`src/rtl/uart_pkg.sv`:
```
// uart_pkg: constants shared by the host-link UART stages.
//   BAUD_COUNT_115200 : clocks per bit at 100 MHz / 115200 baud
//   DATA_BITS, STOP_BITS : frame shape (8N1), common to transmit and receive
//   ST_* / rx_state_t    : one-hot receiver state encoding
package uart_pkg;

    localparam int BAUD_COUNT_115200 = 868;
    localparam int DATA_BITS         = 8;
    localparam int STOP_BITS         = 1;

    localparam logic [4:0] ST_IDLE  = 5'b00001;
    localparam logic [4:0] ST_START = 5'b00010;
    localparam logic [4:0] ST_DATA  = 5'b00100;
    localparam logic [4:0] ST_STOP  = 5'b01000;
    localparam logic [4:0] ST_BREAK = 5'b10000;

    typedef enum logic [4:0] {
        S_IDLE  = ST_IDLE,
        S_START = ST_START,
        S_DATA  = ST_DATA,
        S_STOP  = ST_STOP,
        S_BREAK = ST_BREAK
    } rx_state_t;

endpackage

```
`src/rtl/uart_sync.sv`:
```
// uart_sync: two-flop synchroniser for asynchronous board inputs.
//   clk   : destination clock
//   rst_n : async active-low reset, both flops load RESET_VAL
//   d     : asynchronous input
//   q     : synchronised output (2-cycle latency)
module uart_sync #(
    parameter logic RESET_VAL = 1'b1
) (
    input  logic clk,
    input  logic rst_n,
    input  logic d,
    output logic q
);

    logic meta;

    always_ff @(posedge clk or negedge rst_n) begin
        if (!rst_n) begin
            meta <= RESET_VAL;
            q    <= RESET_VAL;
        end else begin
            meta <= d;
            q    <= meta;
        end
    end

endmodule

```
`src/rtl/uart_recv.sv`:
```
// uart_recv: 8N1 UART receiver with a valid/ack holding register.
//   CLK100MHZ   : clock
//   reset_n     : async active-low reset
//   UART_TXD_IN : serial line from host (idles high)
//   data/valid  : received byte, held until ack
//   ack         : consumer takes the byte
//   frame_err   : 1-cycle pulse when the stop bit samples low
//   overrun     : sticky, a completed byte was dropped while valid was set
module uart_recv
    import uart_pkg::*;
#(
    parameter int BAUD_COUNT = BAUD_COUNT_115200
) (
    input  logic       CLK100MHZ,
    input  logic       reset_n,
    input  logic       UART_TXD_IN,
    output logic [7:0] data,
    output logic       valid,
    input  logic       ack,
    output logic       frame_err,
    output logic       overrun
);

    localparam int HALF_COUNT = BAUD_COUNT / 2;
    localparam int CW         = $clog2(BAUD_COUNT);
    localparam int IW         = $clog2(DATA_BITS);

    localparam logic [CW-1:0] HALF_LAST = CW'(HALF_COUNT - 1);
    localparam logic [CW-1:0] BAUD_LAST = CW'(BAUD_COUNT - 1);
    localparam logic [IW-1:0] IDX_LAST  = IW'(DATA_BITS - 1);

    logic                 rx_s;
    rx_state_t            state;
    logic [CW-1:0]        cnt;
    logic [IW-1:0]        idx;
    logic [DATA_BITS-1:0] sh;

    uart_sync #(.RESET_VAL(1'b1)) u_sync (
        .clk   (CLK100MHZ),
        .rst_n (reset_n),
        .d     (UART_TXD_IN),
        .q     (rx_s)
    );

    always_ff @(posedge CLK100MHZ or negedge reset_n) begin
        if (!reset_n) begin
            state     <= S_IDLE;
            cnt       <= '0;
            idx       <= '0;
            sh        <= '0;
            data      <= 8'h00;
            valid     <= 1'b0;
            frame_err <= 1'b0;
            overrun   <= 1'b0;
        end else begin
            frame_err <= 1'b0;
            // Handshake first; a byte completing this cycle overrides the clear below.
            if (ack) begin
                valid   <= 1'b0;
                overrun <= 1'b0;
            end

            case (state)
                S_IDLE: begin
                    cnt <= '0;
                    if (!rx_s) state <= S_START;
                end
                S_START: begin
                    if (cnt == HALF_LAST) begin
                        cnt   <= '0;
                        idx   <= '0;
                        // High at mid-start-bit means a glitch, not a frame.
                        state <= rx_s ? S_IDLE : S_DATA;
                    end else begin
                        cnt <= cnt + 1'b1;
                    end
                end
                S_DATA: begin
                    if (cnt == BAUD_LAST) begin
                        cnt <= '0;
                        sh  <= {rx_s, sh[DATA_BITS-1:1]};
                        if (idx == IDX_LAST) state <= S_STOP;
                        else                 idx   <= idx + 1'b1;
                    end else begin
                        cnt <= cnt + 1'b1;
                    end
                end
                S_STOP: begin
                    if (cnt == BAUD_LAST) begin
                        cnt <= '0;
                        if (rx_s) begin
                            // Leave mid-stop-bit so a back-to-back start edge is caught.
                            state <= S_IDLE;
                            if (!valid || ack) begin
                                data  <= sh;
                                valid <= 1'b1;
                            end else begin
                                overrun <= 1'b1;
                            end
                        end else begin
                            frame_err <= 1'b1;
                            state     <= S_BREAK;
                        end
                    end else begin
                        cnt <= cnt + 1'b1;
                    end
                end
                S_BREAK: begin
                    // Hold off until the line returns high, so a stuck-low line
                    // does not retrigger frames.
                    if (rx_s) state <= S_IDLE;
                end
                default: state <= S_IDLE;
            endcase
        end
    end

endmodule

```
`config.mk`:
```
export PLATFORM = sky130hd
export DESIGN_NAME = uart_recv
export DESIGN_NICKNAME = d
export VERILOG_FILES = /design/src/rtl/uart_pkg.sv /design/src/rtl/uart_sync.sv /design/src/rtl/uart_recv.sv
export SDC_FILE = /design/constraint.sdc
export NUM_CORES = 1
export LEC_CHECK = 0
export ABC_CLOCK_PERIOD_IN_PS = 2400
export CORE_MARGIN = 1
export CORE_UTILIZATION = 46
export CTS_CLUSTER_DIAMETER = 120
export DETAILED_ROUTE_END_ITERATION = 6
export PLACE_DENSITY = 0.7
export SLEW_MARGIN = 10
export SYNTH_ARGS = -nofsm -noshare
export SYNTH_HDL_FRONTEND = slang
export SYNTH_SLANG_ARGS = --single-unit
```
`constraint.sdc`:
```
create_clock -name CLK100MHZ -period 2.4 [get_ports CLK100MHZ]
set_input_delay 0.48 -clock CLK100MHZ [delete_from_list [all_inputs] [get_ports CLK100MHZ]]
set_output_delay 0.48 -clock CLK100MHZ [all_outputs]
set_load 0.01 [all_outputs]
```
### After elaboration in Yosys (flattened, before gate mapping)

Cells that the tools add are included.
W data, S select, Z words.

* eq/ne operators: 15
* reduce and logical (&&, ||, !) cells: 9
* $add $sub $neg: 2
* mux-type cells: 29

Operators by type and width (number)
* $mux W5: 7
* $pmux W10 S3: 1
* $pmux W5 S5: 1
* $mux W10: 2
* $mux W1: 13
* $mux W3: 4
* $ne A2 B2 Y1 const B: 6
* $add A10 B1 Y10 const B: 1
* $eq A10 B10 Y1 const B: 1
* $eq A10 B9 Y1 const B: 1
* $reduce_and A4 Y1: 2
* $pmux W3 S2: 1
* $reduce_and A6 Y1: 1
* $eq A5 B1 Y1 const B: 1
* $eq A5 B2 Y1 const B: 1
* $eq A5 B3 Y1 const B: 1
* $eq A5 B4 Y1 const B: 1
* $eq A5 B5 Y1 const B: 1
* $add A3 B1 Y3 const B: 1
* $eq A3 B3 Y1 const B: 1
* $reduce_bool A3 Y1: 1
* $ne A2 B1 Y1 const B: 1
* $reduce_and A2 Y1: 1
* $reduce_bool A2 Y1: 1
* other kinds (3): 3

* flip-flop bits (word level): 39
* input port bits: 4

### Longest topological paths before layout

* word-level depth: 6
* depth in mapped cells: 8

### Cells and area by module

A second synthesis with hierarchy kept.

* cells, all modules: 162
* area total of the unflattened synthesis: 1948.1 sq um

Modules (own cells, without submodules)
* uart_recv: times used 1, area an instance 1895.6 sq um, cells each 160
* uart_sync: times used 1, area an instance 52.6 sq um, cells each 2

### Worst setup path after synthesis

OpenSTA, ideal clock, no wires.

* kind: register to register
* start point: register cnt[0]
* end point: register sh[0]
* data required time: 2.275 ns
* path slack: 0.383 ns
* cell stages (with the launch flop): 6
* path buffers: 0
* clock period less this slack: 2.017 ns
* data arrival time: 1.892 ns
* cells stage by stage: dfrtp_1 ha_1 nand4_2 or3_1 nor3_2 mux2_2

* cells in the longest elaborated chain, start to end: 2

Ends and longest elaborated chain
* start, declared: line uart_recv.sv:34 `logic [CW-1:0] cnt;`
* start signal, assigned: line uart_recv.sv:75 `cnt <= cnt + 1'b1;`
* start signal, assigned: line uart_recv.sv:85 `cnt <= cnt + 1'b1;`
* start signal, assigned: line uart_recv.sv:105 `cnt <= cnt + 1'b1;`
* $eq A10 B10 Y1: line uart_recv.sv:79 `if (cnt == BAUD_LAST) begin`
* $reduce_and A2 Y1 (no line)
* end signal, assigned: line uart_recv.sv:81 `sh <= {rx_s, sh[DATA_BITS-1:1]};`
* end, declared: line uart_recv.sv:36 `logic [DATA_BITS-1:0] sh;`

No other way between the ends.
A chain may end at the register's enable or synchronous reset.

### Worst setup path in the final report

* start point: register cnt[0]
* end point: register state[1]

* cells in the longest elaborated chain, start to end: 3
* elaborated cells on any way between the ends: 6
* those cells by class: eq/ne: 5; reduce/logical: 1

Ends and longest elaborated chain
* $eq A10 B10 Y1 or $eq A10 B9 Y1 (tied branches): line uart_recv.sv:79, uart_recv.sv:89, uart_recv.sv:69
* $ne A2 B2 Y1 (no line)
* $reduce_and A6 Y1 (no line) *
* end signal, assigned: line uart_recv.sv:73 `state <= rx_s ? S_IDLE : S_DATA;`
* end, declared: line uart_recv.sv:33 `rx_state_t state;`

Mark *: on every way between the ends. The rest lies on a longest branch, timed or not.

==> flow_summary_export.csv <==
group,metric,value,unit
finish,final_nets,206,
synth,synth_top_family_by_area,"simple AND/OR/NAND/NOR gates",
die,ioPinCount,15,
clocking,cts_tree,"yes",
grt,grtUsageTotal,20.1,%
grt,grt_pass1_vias,1370,
power,p_leak,1.00,nW
synth,synth_warnings,0,
synth,synth_cell_types,45,
die,initial_core_util,48.5,%
grt,overflow,0,
critical_path,critPathLaunchType,"flip-flop",
timing,period_share,95.3,%
timing,relSlewSlack,41.9,%
synth,synth_mux_area_share,9.73,%
clocking,clk_path_buf_depth,2,
finish,n_fill_cell,346,
synth,synth_simple_gate_area_share,20.7,%
clocking,clock_latency,0.29,ns
finish,regArea,980,sq um
synth,synth_common_cells,"dfrtp_1 (36), nand2_1 (20), mux2_2 (17)",
drt,vias_per_cell,5.82,
critical_path,cp.arrival,2.49,ns
timing,slew_viol_final,0,
synth,yosysMostFrequentCell,"dfrtp_1",
power,power.density,856,nW/um^2
place,gp_congestion,0.869,
drt,num_vias,1450,
critical_path,path_cells,"ha_1, nand4_2, or3_1, a22o_1, or3b_4, o32ai_2",
critical_path,worstSetupPathType,"flip-flop to flip-flop",
finish,area_delta_synth_final,14.8,%
synth,synth_edf_count,0,
critical_path,cp.required,2.60,ns
die,coreArea,4060,sq um
drt,drc,0,
power,ir_drop,429,uV
synth,synth_compound_area_share,14.2,%
synth,synth.avg_cell_area,10.9,sq um
drt,drt_iter0_markers,143,
critical_path,cp-end-kind,"flip-flop",
synth,async_flop_share,100,%
grt,antenna_found_initial,0,
job,drv_cap,0,
drt,wl_per_cell,16.0,um
grt,grt_max_degree,40,
clocking,ctsResizeCount,0,
drt,antenna_left,0,
critical_path,critical-path-max-stage-delay,0.46,ns
drt,dr.pass1.iters,4,
synth,synth_top_area_cell,"dfrtp_1",
grt,grt_pass1_wl,6590,um
critical_path,cp_top_family,"simple AND/OR/NAND/NOR gates",
synth,ys_top_cells_by_area,"dfrtp_1 (46%), mux2_2 (9.7%), dfstp_2 (4.0%)",
critical_path,critPathMaxFanout,6,
die,die_w,67.4,um
clocking,numCtsBuffers,5,
synth,syn_nets,188,
timing,finalCriticalPeriod,2.29,ns
synth,yosys_most_used_dff,"dfrtp_1",
critical_path,reg2reg_depth,6,
clocking,cts_root_buf,"clkbuf_8",
critical_path,critPathBufInv,0,
timing,final-setup-viol-count,0,
clocking,htree_levels,2,
die,rows,23,
die,die_y,67.4,um
finish,drive_above_1_share,23.1,%
clocking,holdBufCountCts,0,
critical_path,slowest_stage,"or3b_4",
synth,ys_seq_area_share,49.8,%
timing,rsz0062_at_grt,"false",
timing,skew,0.00465,ns
clocking,post_cts_buffers,0,
timing,tightest_slew,0.872,ns
synth,synth-seq-cells,39,
power,power,1.93,mW
finish,design_area,2260,sq um
finish,diodes,0,
synth,synth_xor_area_share,0.445,%
synth,synth_adder_area_share,2.54,%
clocking,path_clk_slew,0.08,ns
timing,fmax,0.437,GHz
hold_path,hold_class,"input port to async pin",
critical_path,cp.depth,6,
finish,multi_input_area,937,sq um
synth,synthesis.area,1970,sq um
timing,hold_violations,0,
synth,netlist_instances,180,
outcome,status,"completed",
drt,wirelength,3990,um
place,io_buffers,14,
synth,synth_top_area_share,45.8,%
timing,setup_tns,0,ns
die,die_area,4540,sq um
place,hpwl,2830,um
clocking,clkSinkCount,39,
place,placed_cell_area,2160,sq um
==> path summary, 6_finish.rpt <==
kind	slack (ns)	startpoint	endpoint
min reg2reg	0.36	u_sync.meta	u_sync.q
max in group asynchronous	1.55	reset_n	cnt[6]
min in group CLK100MHZ	0.36	u_sync.meta	u_sync.q
max reg2reg	0.11	cnt[0]	state[1]
min	0.29	reset_n	cnt[0]
max	0.11	cnt[0]	state[1]
==> per-layer routing <==
layer,vias to the layer above,track usage [%],part of all wire [%]
li1,689,-,-
met4,0,10.1,3.0
met5,-,0,0
met1,718,26.1,46
met2,31,30.6,48
met3,12,5.41,3.1
==> placed cells by master (no fill, tap or decap), drive strengths merged, types with 5 or more instances in the layout <==
master and instances:
dfrtp 36, nand2 20, mux2 17, clkdlybuf4s50 13
nor2 11, o21ai 8, nor3 7, nand3 6
inv 5, o22ai 5, clkbuf 5, buf 5
==> registers in the layout, indices dropped and copies added, names as in the netlist <==
register and count:
state 5, overrun 1, sh 8, data 8
valid 1, frame_err 1, u_sync.meta 1, u_sync.q 1
idx 3, cnt 10
==> cell families (layout without fill, tap and decap cells) <==
family                     count (synthesis)  in the layout
buffers and inverters                     12             31
and+or+nand+nor                           70             70
xor gates and xnor gates                   1              1
AOI/OAI and AO/OA                         37             37
DFF                                       39             39
adders and majority gates                  4              4
muxes                                     17             17
==> power breakdown <==
group	internal (mW)	total (mW)	switching (mW)
combinational	0.260	0.651	0.390
sequential	0.725	0.831	0.106
clock	0.208	0.450	0.243
==> per-stage QoR <==
stage | setup WS (ns) | hold slack (ns) | std cells | util, %
2_1_floorplan | 0.383 | 0.184 | 180 | -
4_1_cts | 0.138 | 0.327 | 249 | 55.6
5_1_grt | 0.00134 | 0.353 | 249 | 55.6
3_5_place_dp | 0.184 | 0.351 | 241 | 53.3
6_report | 0.112 | 0.294 | 249 | 55.6
3_3_place_gp | 0.268 | 0.347 | 241 | 53.3
==> area by class of cell <==
cell class / count / area share (%)
well taps: 50 / 2.77
flip-flops and latches: 39 / 43.4
repair buffers: 18 / 7.32
inverters: 5 / 0.831
multi-input cells: 129 / 41.5
clock inverters: 3 / 1.11
clock buffers: 5 / 3.05
Power figures use the tool's default switching activity.
